**src/rtl/ttt_turn_arbiter.sv**
```systemverilog
// Turn arbiter for a tic-tac-toe board: edge-detects player enables, enforces
// turn order, rejects bad or occupied cells, forfeits idle turns, and issues a
// single write strobe per accepted move until the board reports a result.
module ttt_turn_arbiter #(
    parameter int TIMEOUT_CYCLES = 1000,
    parameter int TMR_W          = 16
) (
    input  logic        clock,
    input  logic        reset,
    input  logic        player1_enable,
    input  logic        player2_enable,
    input  logic [3:0]  player1_position,
    input  logic [3:0]  player2_position,
    input  logic [17:0] board_cells,
    input  logic [1:0]  who,
    output logic        wr_en,
    output logic [3:0]  wr_pos,
    output logic [1:0]  wr_player,
    output logic [1:0]  turn,
    output logic        illegal_move,
    output logic        out_of_turn,
    output logic        timeout,
    output logic [3:0]  move_count,
    output logic        game_over
);

    typedef enum logic [2:0] {
        WAIT_P1,
        WAIT_P2,
        COMMIT,
        CHECK,
        DONE
    } state_t;

    // Expiry compares with >= so an illegal edge that masks the expiry cycle
    // still forfeits the turn on the following cycle.
    localparam bit               TMO_EN   = (TIMEOUT_CYCLES != 0);
    localparam logic [TMR_W-1:0] TMO_LAST = (TIMEOUT_CYCLES > 0) ?
                                            TMR_W'(TIMEOUT_CYCLES - 1) : '0;

    state_t             state_q, state_d;
    logic               en1_q, en1_d, en2_q, en2_d;
    logic [TMR_W-1:0]   timer_q, timer_d;
    logic               wr_en_q, wr_en_d;
    logic [3:0]         wr_pos_q, wr_pos_d;
    logic [1:0]         wr_player_q, wr_player_d;
    logic               illegal_q, illegal_d;
    logic               oot_q, oot_d;
    logic               tmo_q, tmo_d;
    logic [3:0]         count_q, count_d;

    // Indices 9..15 read as occupied so one lookup covers range and occupancy.
    logic [1:0] cells [16];
    for (genvar gi = 0; gi < 16; gi++) begin : g_cell
        if (gi < 9) begin : g_real
            assign cells[gi] = board_cells[2*gi +: 2];
        end else begin : g_pad
            assign cells[gi] = 2'b11;
        end
    end

    logic       edge1, edge2;
    logic       p1_turn;
    logic       turn_edge, other_edge;
    logic [3:0] turn_pos;

    assign edge1      = player1_enable & ~en1_q;
    assign edge2      = player2_enable & ~en2_q;
    assign p1_turn    = (state_q == WAIT_P1);
    assign turn_edge  = p1_turn ? edge1 : edge2;
    assign other_edge = p1_turn ? edge2 : edge1;
    assign turn_pos   = p1_turn ? player1_position : player2_position;

    // Next-state, move acceptance, pulse generation and turn timer.
    always_comb begin
        state_d     = state_q;
        en1_d       = player1_enable;
        en2_d       = player2_enable;
        timer_d     = timer_q;
        wr_en_d     = 1'b0;
        wr_pos_d    = wr_pos_q;
        wr_player_d = wr_player_q;
        illegal_d   = 1'b0;
        oot_d       = 1'b0;
        tmo_d       = 1'b0;
        count_d     = count_q;
        case (state_q)
            WAIT_P1, WAIT_P2: begin
                if (timer_q != '1) begin
                    timer_d = timer_q + 1'b1;
                end
                oot_d = other_edge;
                if (turn_edge) begin
                    if (cells[turn_pos] != 2'b00) begin
                        illegal_d = 1'b1;
                    end else begin
                        wr_en_d     = 1'b1;
                        wr_pos_d    = turn_pos;
                        wr_player_d = p1_turn ? 2'b01 : 2'b10;
                        count_d     = (count_q == 4'd9) ? 4'd9 : count_q + 4'd1;
                        timer_d     = '0;
                        state_d     = COMMIT;
                    end
                end else if (TMO_EN && (timer_q >= TMO_LAST)) begin
                    tmo_d   = 1'b1;
                    timer_d = '0;
                    state_d = p1_turn ? WAIT_P2 : WAIT_P1;
                end
            end
            COMMIT: begin
                state_d = CHECK;
            end
            CHECK: begin
                timer_d = '0;
                if ((who != 2'b00) || (count_q == 4'd9)) begin
                    state_d = DONE;
                end else begin
                    state_d = (wr_player_q == 2'b01) ? WAIT_P2 : WAIT_P1;
                end
            end
            DONE: begin
                state_d = DONE;
            end
            default: begin
                state_d = WAIT_P1;
            end
        endcase
    end

    // State register with synchronous active-low reset.
    always_ff @(posedge clock) begin
        if (!reset) begin
            state_q     <= WAIT_P1;
            en1_q       <= 1'b1;
            en2_q       <= 1'b1;
            timer_q     <= '0;
            wr_en_q     <= 1'b0;
            wr_pos_q    <= 4'd0;
            wr_player_q <= 2'b00;
            illegal_q   <= 1'b0;
            oot_q       <= 1'b0;
            tmo_q       <= 1'b0;
            count_q     <= 4'd0;
        end else begin
            state_q     <= state_d;
            en1_q       <= en1_d;
            en2_q       <= en2_d;
            timer_q     <= timer_d;
            wr_en_q     <= wr_en_d;
            wr_pos_q    <= wr_pos_d;
            wr_player_q <= wr_player_d;
            illegal_q   <= illegal_d;
            oot_q       <= oot_d;
            tmo_q       <= tmo_d;
            count_q     <= count_d;
        end
    end

    // While a move is in flight the mover still holds the turn.
    always_comb begin
        case (state_q)
            WAIT_P1:       turn = 2'b01;
            WAIT_P2:       turn = 2'b10;
            COMMIT, CHECK: turn = wr_player_q;
            default:       turn = 2'b00;
        endcase
    end

    assign wr_en        = wr_en_q;
    assign wr_pos       = wr_pos_q;
    assign wr_player    = wr_player_q;
    assign illegal_move = illegal_q;
    assign out_of_turn  = oot_q;
    assign timeout      = tmo_q;
    assign move_count   = count_q;
    assign game_over    = (state_q == DONE);

endmodule

```
**config.mk**
```make
export PLATFORM = sky130hd
export DESIGN_NAME = ttt_turn_arbiter
export DESIGN_NICKNAME = d
export VERILOG_FILES = /design/src/rtl/ttt_turn_arbiter.sv
export SDC_FILE = /design/constraint.sdc
export NUM_CORES = 1
export LEC_CHECK = 0
export BUFFER_PORTS_ARGS = -buffer_cell sky130_fd_sc_hd__buf_4
export CAP_MARGIN = 20
export CELL_PAD_IN_SITES_DETAIL_PLACEMENT = 0
export CELL_PAD_IN_SITES_GLOBAL_PLACEMENT = 1
export CORE_UTILIZATION = 40
export CTS_CLUSTER_DIAMETER = 80
export DETAILED_ROUTE_END_ITERATION = 10
export PLACE_DENSITY = 0.8
export SLEW_MARGIN = 40
export SYNTH_ARGS = -nofsm -noshare
export SYNTH_HDL_FRONTEND = slang
export SYNTH_SLANG_ARGS = --single-unit
```
**constraint.sdc**
```tcl
create_clock -name clock -period 3.35 [get_ports clock]
set_input_delay 0.335 -clock clock [delete_from_list [all_inputs] [get_ports clock]]
set_output_delay 0.335 -clock clock [all_outputs]
set_load 0.01 [all_outputs]
```
==> impl_metrics.py, run 1 <==
metrics = {
    "clock_tree": {
        "tritoncts": "done",
        "cts.sinks": 35,
        "ctsResizeCount": 0,
        "postCtsSetupBuffers": 0,
        "htree_levels": 2,
        "clkLatencyLatePin_ns": 0.29,
        "clkTransAtPathRegs_ns": 0.07,
        "cts.path.max_buffers": 2,
        "cts-root-buf": "clkbuf_8",
        "postCtsHoldBufs": 0,
        "cts_buffers": 5,
    },
    "sta": {
        "drv_slew": 0,
        "tns_ns": 0,
        "finalHoldViolCount": 0,
        "max_freq_ghz": 0.334,
        "fin_skew_ns": 0.00758,
        "finalSetupViolations": 0,
        "timing.final.crit_share_pct": 89.2,
        "slew-limit-headroom_pct": 57.7,
        "period_minus_slack_ns": 2.99,
        "tightestPinTransition_ns": 0.634,
        "rsz0062_at_grt": "no",
    },
    "worst_setup_path": {
        "cp.required_ns": 3.57,
        "endpoint_kind": "flop",
        "rrSetupSlack_ns": 0.36,
        "slowest_stage": "a31oi_4",
        "worstPathMaxFanout": 26,
        "cp_cell_sequence": "nor3_4 > buf_4 > mux2i_4 > o21bai_1 > nand3_1 > a31oi_4 > o21ai_0 > a21oi_1",
        "worst_setup_path_start_kind": "flop",
        "worstPathArrival_ns": 3.21,
        "path_class": "reg -> reg",
        "critPathMaxStageDelay_ns": 0.56,
    },
    "layout": {
        "diodes": 0,
        "drive_gt1_share_pct": 24.7,
        "final_util_pct": 51.0,
        "fin_cells": 369,
        "area_growth_pct": 22.1,
        "finalInstanceArea_um2": 2640,
        "layout.nets": 331,
    },
    "grt": {
        "track_usage_pct": 20.5,
        "grt_pass1_vias": 1861,
        "grt_pass1_wl_um": 8730,
        "antenna_found_initial": 0,
        "grt_max_degree": 27,
        "grt_overflow_total": 0,
    },
    "logic_synthesis": {
        "synth_simple_gate_area_share_pct": 26.9,
        "synthesis.area_um2": 2160,
        "synth_top_cell_by_area": "dfxtp_1",
        "async_reset_ff_share_pct": 0,
        "synth_top_family_by_area": "simple AND/OR/NAND/NOR gates",
        "synth_top_area_share_pct": 32.4,
        "synth.area.mux_share_pct": 11.1,
        "synth_seq_cells": 35,
        "ys_seq_area_share_pct": 32.4,
        "synth_compound_area_share_pct": 23.8,
        "synth-edff-count": 0,
        "postSynthCellCount": 256,
        "synth_xor_area_share_pct": 0,
        "synthAdderAreaFrac_pct": 0.579,
        "yosys.cell_types.count": 56,
        "ys_warn_count": 0,
        "postSynthAreaPerCell_um2": 8.45,
        "synth_nets": 289,
        "synth_area_leaders": "dfxtp_1 32%, a21oi_1 4.4%, mux2i_1 4.2%",
        "synth_top_flop_cell": "dfxtp_1",
    },
    "die": {
        "die_area_um2": 5700,
        "die_x_um": 75.5,
        "die_h_um": 75.5,
        "core_area_um2": 5170,
        "pin_count": 49,
        "initial_core_util_pct": 41.8,
        "rows": 26,
    },
    "placement": {
        "placed_area_um2": 2540,
        "gp_congestion": 0.821,
        "dp.cells": 361,
        "port_buffers": 48,
        "place_hpwl_um": 3850,
    },
    "run_status": {
        "status": "completed",
    },
    "power_and_ir_drop": {
        "vdd_drop_max_mv": 0.251,
        "p_leak_uw": 0.00107,
        "p_per_area_nw_per_um2": 340,
    },
    "routing": {
        "finalWirelength_um": 5300,
        "maxUsedRoutingLayer": "met4",
        "route.detailed.drc": 0,
        "wl_per_cell_um": 14.4,
        "met1_length_um": 2640,
        "drtIter0Drc": 100,
        "viasPerCell": 5.61,
        "dr_wl_met2_um": 2290,
        "vias": 2070,
        "first_pass_iters": 4,
        "met3_length_um": 250,
        "antenna_left": 0,
    },
    "hold_path": {
        "min_path_type": "in -> reg",
    },
    "job": {
        "maxCapViolCount": 0,
    },
}
worst max-delay path, delay by kind of cell (launching register included):
family / cells / cell delay, ns
and+or+nand+nor: 2 / 0.65
buffers and inverters: 1 / 0.25
AOI/OAI and AO/OA: 4 / 1.19
muxes: 1 / 0.39
DFF: 1 / 0.43
cells in the final DEF, fill, tap and decap left out, types with 3 or more instances in the layout:
cell,instances
a211oi_1,5
a21oi_1,19
a31oi_1,7
a41oi_1,3
and3_1,5
buf_4,49
clkbuf_8,7
dfxtp_1,35
inv_1,9
mux2_2,3
mux2i_1,9
mux4_2,3
nand2_1,24
nand2b_1,11
nand3_1,16
nand4_1,6
nor2_1,22
nor3_1,5
nor4_1,5
o21ai_0,13
cell usage after synthesis (all sizes together), types with 2 or more instances:
master,number
nand3,17
or4b,2
or2,2
o2bb2ai,2
o32ai,2
nand2,24
o21ai,13
buf,7
nor4,5
o311a,2
a211oi,6
nor3,6
nand2b,11
mux4,4
dfxtp,35
a21o,2
nor2b,2
a21oi,19
clkbuf,7
a31oi,9
and4,2
nand4,6
mux2,3
o31ai,2
nor2,22
a41oi,3
mux2i,10
o21bai,2
and3,5
inv,9
and2,2
cell type report:
type | instances | area, um2
clock buffers | 8 | 100
fillers | 496 | 2530
inverters | 9 | 33.8
multi-input cells | 198 | 1350
flip-flops and latches | 35 | 701
well taps | 70 | 87.6
repair buffers | 49 | 368
worst paths after layout:
kind	from	to	cells past startpoint
min reg2reg	wr_pos[3]	wr_pos[3]	2
min	player2_enable	en2_q	2
max	state_q[2]	timer_q[3]	8
max reg2reg	state_q[2]	timer_q[3]	8
metal layers:
layer / GRT usage, % / vias to the layer above
met5: 0 / -
met4: 9.67 / 0
met3: 4.76 / 13
met2: 30.4 / 54
met1: 28.2 / 959
li1: - / 1044
through the flow:
step / setup slack [ns] / hold slack, ns / power [uW]
2_1_floorplan: 0.815 / 0.436 / 515
4_1_cts: 0.362 / 0.226 / 907
6_report: 0.360 / 0.231 / 899
5_1_grt: 0.119 / 0.240 / 936
3_5_place_dp: 0.401 / 0.462 / 565
3_3_place_gp: 0.484 / 0.455 / 564
kinds of logic (layout without fill, tap and decap cells):
| kind of cell | Yosys count | count (layout) |
|---|---|---|
| buf+inv | 23 | 66 |
| simple gates | 109 | 109 |
| fa+ha+maj | 1 | 1 |
| mux | 17 | 17 |
| flops | 35 | 35 |
| compound gates | 71 | 71 |
flip-flops by register name, indices dropped and copies added, names as in the netlist:
signal and cells:
state_q 3, en1_q 1, wr_player 2, wr_en 1, timer_q 16, en2_q 1
wr_pos 4, out_of_turn 1, move_count 4, timeout 1, illegal_move 1
power breakdown:
part	internal [uW]	switching (uW)	total, uW	leakage [uW]
logic	63.9	62.9	127	0.000740
registers	423	5.90	429	0.000283
clock network	188	155	343	0.0000515
total	674	224	899	0.00107
Power figures use the tool's default switching activity.
==> run 2, diff against run 1 <==
Settings changed: RECOVER_POWER from default to 50.
==> impl_metrics.py, run 2 (same netlist as run 1, synthesis figures left out) <==
metrics = {
    "clock_tree": {
        "cts_buffers": 5,
        "cts.sinks": 35,
        "cts-root-buf": "clkbuf_8",
        "tritoncts": "done",
        "postCtsHoldBufs": 0,
        "cts.path.max_buffers": 2,
        "clkTransAtPathRegs_ns": 0.07,
        "ctsResizeCount": 0,
        "postCtsSetupBuffers": 0,
        "htree_levels": 2,
        "clkLatencyLatePin_ns": 0.29,
    },
    "worst_setup_path": {
        "startpoint": "state_q[2]",
        "endpoint": "move_count[1]",
        "worstPathMaxFanout": 11,
        "worstPathArrival_ns": 3.23,
        "rrSetupSlack_ns": 0.35,
        "r2r_end": "move_count[1]",
        "cp.required_ns": 3.57,
        "worst_setup_path_start_kind": "flop",
        "path_class": "reg -> reg",
        "endpoint_kind": "flop",
        "r2r_cells": 7,
        "critPathMaxStageDelay_ns": 0.55,
        "cp_cell_sequence": "nor3_4 > mux2_1 > a31o_1 > o32ai_4 > nand3_1 > or4b_1 > a21oi_1",
        "regToRegStartpoint": "state_q[2]",
        "slowest_stage": "or4b_1",
    },
    "layout": {
        "layout_commonest_cell": "dfxtp_1",
        "final_cell_mix": "35 x dfxtp_1, 31 x buf_4, 24 x nand2_1, 22 x nor2_1",
        "largest_reg_flops": 16,
        "area_growth_pct": 18.1,
        "layout.nets": 331,
        "drive_gt1_share_pct": 17.7,
        "finalInstanceArea_um2": 2550,
        "diodes": 0,
        "largest-register": "timer_q",
    },
    "routing": {
        "wl_per_cell_um": 14.4,
        "drtIter0Drc": 72,
        "route.detailed.drc": 0,
        "vias": 2053,
        "antenna_left": 0,
        "finalWirelength_um": 5320,
        "viasPerCell": 5.56,
        "first_pass_iters": 4,
    },
    "die": {
        "initial_core_util_pct": 41.8,
        "die_x_um": 75.5,
        "rows": 26,
        "pin_count": 49,
        "die_h_um": 75.5,
        "die_area_um2": 5700,
        "core_area_um2": 5170,
    },
    "sta": {
        "tightestPinTransition_ns": 0.891,
        "rsz0062_at_grt": "no",
        "max_freq_ghz": 0.333,
        "drv_slew": 0,
        "period_minus_slack_ns": 3.00,
        "finalHoldViolCount": 0,
        "timing.final.crit_share_pct": 89.6,
        "tns_ns": 0,
        "fin_skew_ns": 0.00781,
        "worst_slack_ns": 0.347,
        "slew-limit-headroom_pct": 40.6,
        "finalSetupViolations": 0,
    },
    "placement": {
        "place_hpwl_um": 3850,
        "place_ws_ns": 0.401,
        "placed_area_um2": 2540,
        "gp_congestion": 0.821,
        "port_buffers": 48,
    },
    "job": {
        "maxCapViolCount": 0,
    },
    "grt": {
        "grt_max_degree": 27,
        "antenna_found_initial": 0,
        "grt_pass1_wl_um": 8730,
        "track_usage_pct": 20.5,
        "grt_overflow_total": 0,
        "grt_pass1_vias": 1861,
    },
    "power_and_ir_drop": {
        "vdd_drop_max_mv": 0.252,
        "p_per_area_nw_per_um2": 351,
        "p_leak_uw": 0.000999,
    },
    "run_status": {
        "status": "completed",
    },
    "hold_path": {
        "min_path_type": "in -> reg",
    },
}
run 2: cell count changes in the layout (fill, tap and decap cells not counted), sizes merged:
cell / before / now
clkbuf: 8 / 26
buf: 49 / 31
run 2: final cells by class:
| cell class | instances | area, um2 |
|---|---|---|
| Multi-Input combinational cell | 198 | 1330 |
| Inverter | 9 | 33.8 |
| Fill cell | 522 | 2620 |
| Sequential cell | 35 | 701 |
| Timing Repair Buffer | 49 | 300 |
| Tap cell | 70 | 87.6 |
| Clock buffer | 8 | 100 |
run 2: metrics by stage:
step           utilization [%]  hold slack, ns  total power, uW  instances
2_1_floorplan                -           0.436              515        256
3_3_place_gp              49.1           0.455              564        361
3_5_place_dp              49.1           0.462              565        361
4_1_cts                   51.0           0.226              907        369
5_1_grt                   49.4           0.240              930        369
6_report                  49.4           0.230              896        369
run 2: report_power, final:
group / switching (uW) / total, uW / internal [uW]
logic: 61.2 / 122 / 61.0
clock network: 158 / 345 / 188
registers: 5.82 / 429 / 423
total: 225 / 896 / 672
run 2: how the worst min path moves through the flow:
stage / from / endpoint / slack, ns / cells after the start
6_report: player2_enable / en2_q / 0.23 / 2
3_5_place_dp: wr_pos[3] / wr_pos[3] / 0.46 / 2
5_1_grt: player1_enable / en1_q / 0.24 / 2
2_1_floorplan: player1_enable / en1_q / 0.44 / 1
3_3_place_gp: wr_pos[0] / wr_pos[0] / 0.45 / 2
4_1_cts: player2_enable / en2_q / 0.23 / 2
run 2: routing by layer:
layer / GRT usage [%] / wire (um)
met5: 0 / 0
met4: 9.67 / 91
met3: 4.76 / 212
met2: 30.4 / 2260
met1: 28.2 / 2750
run 2: worst max-delay path, delay by kind of cell, from the launching register on:
kind	cells	cell delay [ns]
AO/OA/AOI/OAI	3	0.74
flip-flops	1	0.43
multiplexers	1	0.43
AND/OR/NAND/NOR	3	1.33
==> run 3, diff against run 2 <==
Settings changed: CELL_PAD_IN_SITES_DETAIL_PLACEMENT 0 to default, CELL_PAD_IN_SITES_GLOBAL_PLACEMENT 1 to default, CORE_UTILIZATION 40 to 50, PLACE_DENSITY 0.8 to 0.75, RECOVER_POWER 50 to default.
==> impl_metrics.py, run 3 (same netlist as run 1, synthesis figures left out) <==
metrics = {
    "worst_setup_path": {
        "worstPathArrival_ns": 3.02,
        "slowest_stage": "dfxtp_1",
        "worst_setup_path_start_kind": "flop",
        "worstPathMaxFanout": 26,
        "cp.required_ns": 3.53,
        "path_class": "reg -> reg",
        "cp_cell_sequence": "nor3_4 > buf_4 > mux2_2 > a31o_1 > o32ai_4 > a31oi_4 > a21o_1 > a22o_1",
        "endpoint_kind": "flop",
        "critPathMaxStageDelay_ns": 0.43,
    },
    "placement": {
        "place_hpwl_um": 3680,
        "placed_area_um2": 2510,
        "dp.cells": 341,
        "gp_congestion": 0.866,
        "port_buffers": 48,
    },
    "grt": {
        "grt_max_degree": 27,
        "grt_pass1_wl_um": 8100,
        "grt_pass1_vias": 1729,
        "grt_overflow_total": 0,
        "antenna_found_initial": 0,
        "track_usage_pct": 23.3,
    },
    "hold_path": {
        "min_path_type": "in -> reg",
    },
    "die": {
        "rows": 23,
        "die_x_um": 67.8,
        "die_area_um2": 4590,
        "pin_count": 49,
        "die_h_um": 67.8,
        "initial_core_util_pct": 52.9,
        "core_area_um2": 4090,
    },
    "sta": {
        "timing.final.crit_share_pct": 84.7,
        "slew-limit-headroom_pct": 57.0,
        "finalSetupViolations": 0,
        "drv_slew": 0,
        "tightestPinTransition_ns": 0.645,
        "max_freq_ghz": 0.353,
        "finalHoldViolCount": 0,
        "rsz0062_at_grt": "no",
        "period_minus_slack_ns": 2.84,
        "fin_skew_ns": 0.00496,
        "tns_ns": 0,
    },
    "layout": {
        "fin_cells": 349,
        "largest-register": "timer_q",
        "fillers": 376,
        "final_util_pct": 63.5,
        "layout_commonest_cell": "buf_4",
        "diodes": 0,
        "final_cell_mix": "49 x buf_4, 35 x dfxtp_1, 24 x nand2_1, 22 x nor2_1, 19 x a21oi_1",
        "largest_reg_flops": 16,
        "drive_gt1_share_pct": 24.4,
        "layout.nets": 331,
        "multi_input_area_um2": 1350,
        "finalInstanceArea_um2": 2600,
        "register_area_um2": 701,
        "area_growth_pct": 20.1,
    },
    "clock_tree": {
        "htree_levels": 2,
        "tritoncts": "done",
        "ctsResizeCount": 0,
        "postCtsHoldBufs": 0,
        "cts.path.max_buffers": 2,
        "clkTransAtPathRegs_ns": 0.07,
        "cts.sinks": 35,
        "cts_buffers": 5,
        "clkLatencyLatePin_ns": 0.28,
        "cts-root-buf": "clkbuf_8",
        "postCtsSetupBuffers": 0,
    },
    "routing": {
        "wl_per_cell_um": 14.2,
        "antenna_left": 0,
        "viasPerCell": 5.86,
        "drtIter0Drc": 115,
        "route.detailed.drc": 0,
        "vias": 2045,
        "first_pass_iters": 4,
        "finalWirelength_um": 4960,
    },
    "power_and_ir_drop": {
        "vdd_drop_max_mv": 0.373,
        "p_leak_uw": 0.00107,
        "p_per_area_nw_per_um2": 327,
        "power.total_uw": 849,
    },
    "run_status": {
        "status": "completed",
    },
    "job": {
        "maxCapViolCount": 0,
    },
}
-- run 3: cell count changes in the layout (fill, tap and decap cells not counted), sizes merged --
cell    before  now
clkinv       0    1
clkbuf      26    7
buf         31   49
-- run 3: report_power, final --
part | switching (uW) | internal (uW)
logic | 62.1 | 63.9
clock network | 148 | 146
registers | 6.01 | 423
total | 216 | 633
-- run 3: stage by stage --
step | worst slack (ns) | hold WS, ns
finish | 0.514 | 0.243
global route | 0.354 | 0.265
CTS | 0.522 | 0.243
detailed placement | 0.516 | 0.466
global placement | 0.585 | 0.456
floorplan | 0.815 | 0.436
-- run 3: path summary, 6_finish.rpt --
path	slack (ns)	startpoint	cells after the start	endpoint
hold / removal	0.24	player1_enable	2	en1_q
setup / recovery	0.51	state_q[2]	8	timer_q[13]
hold reg to reg	0.47	wr_pos[3]	2	wr_pos[3]
setup reg to reg	0.51	state_q[2]	8	timer_q[13]
-- run 3: layer usage --
| metal | global-route usage [%] | wire length [um] | vias to the layer above |
|---|---|---|---|
| met1 | 31.9 | 2420 | 942 |
| met5 | 0 | 0 | - |
| met4 | 6.38 | 48 | 0 |
| li1 | - | - | 1049 |
| met3 | 5.24 | 257 | 5 |
| met2 | 36.3 | 2230 | 49 |
-- run 3: layout make-up --
class	instances	share of cell area [%]
Clock buffer	7	2.94
Clock inverter	1	0.193
Inverter	9	1.30
Multi-Input combinational cell	198	52.0
Sequential cell	35	27.0
Tap cell	50	2.41
Timing Repair Buffer	49	14.2
-- run 3: worst max-delay path: cells and delay by family, from the launching register on --
| kind | cells | cell delay, ns |
|---|---|---|
| AOI/OAI and AO/OA | 5 | 1.44 |
| DFF | 1 | 0.43 |
| muxes | 1 | 0.39 |
| buffers and inverters | 1 | 0.25 |
| and+or+nand+nor | 1 | 0.21 |
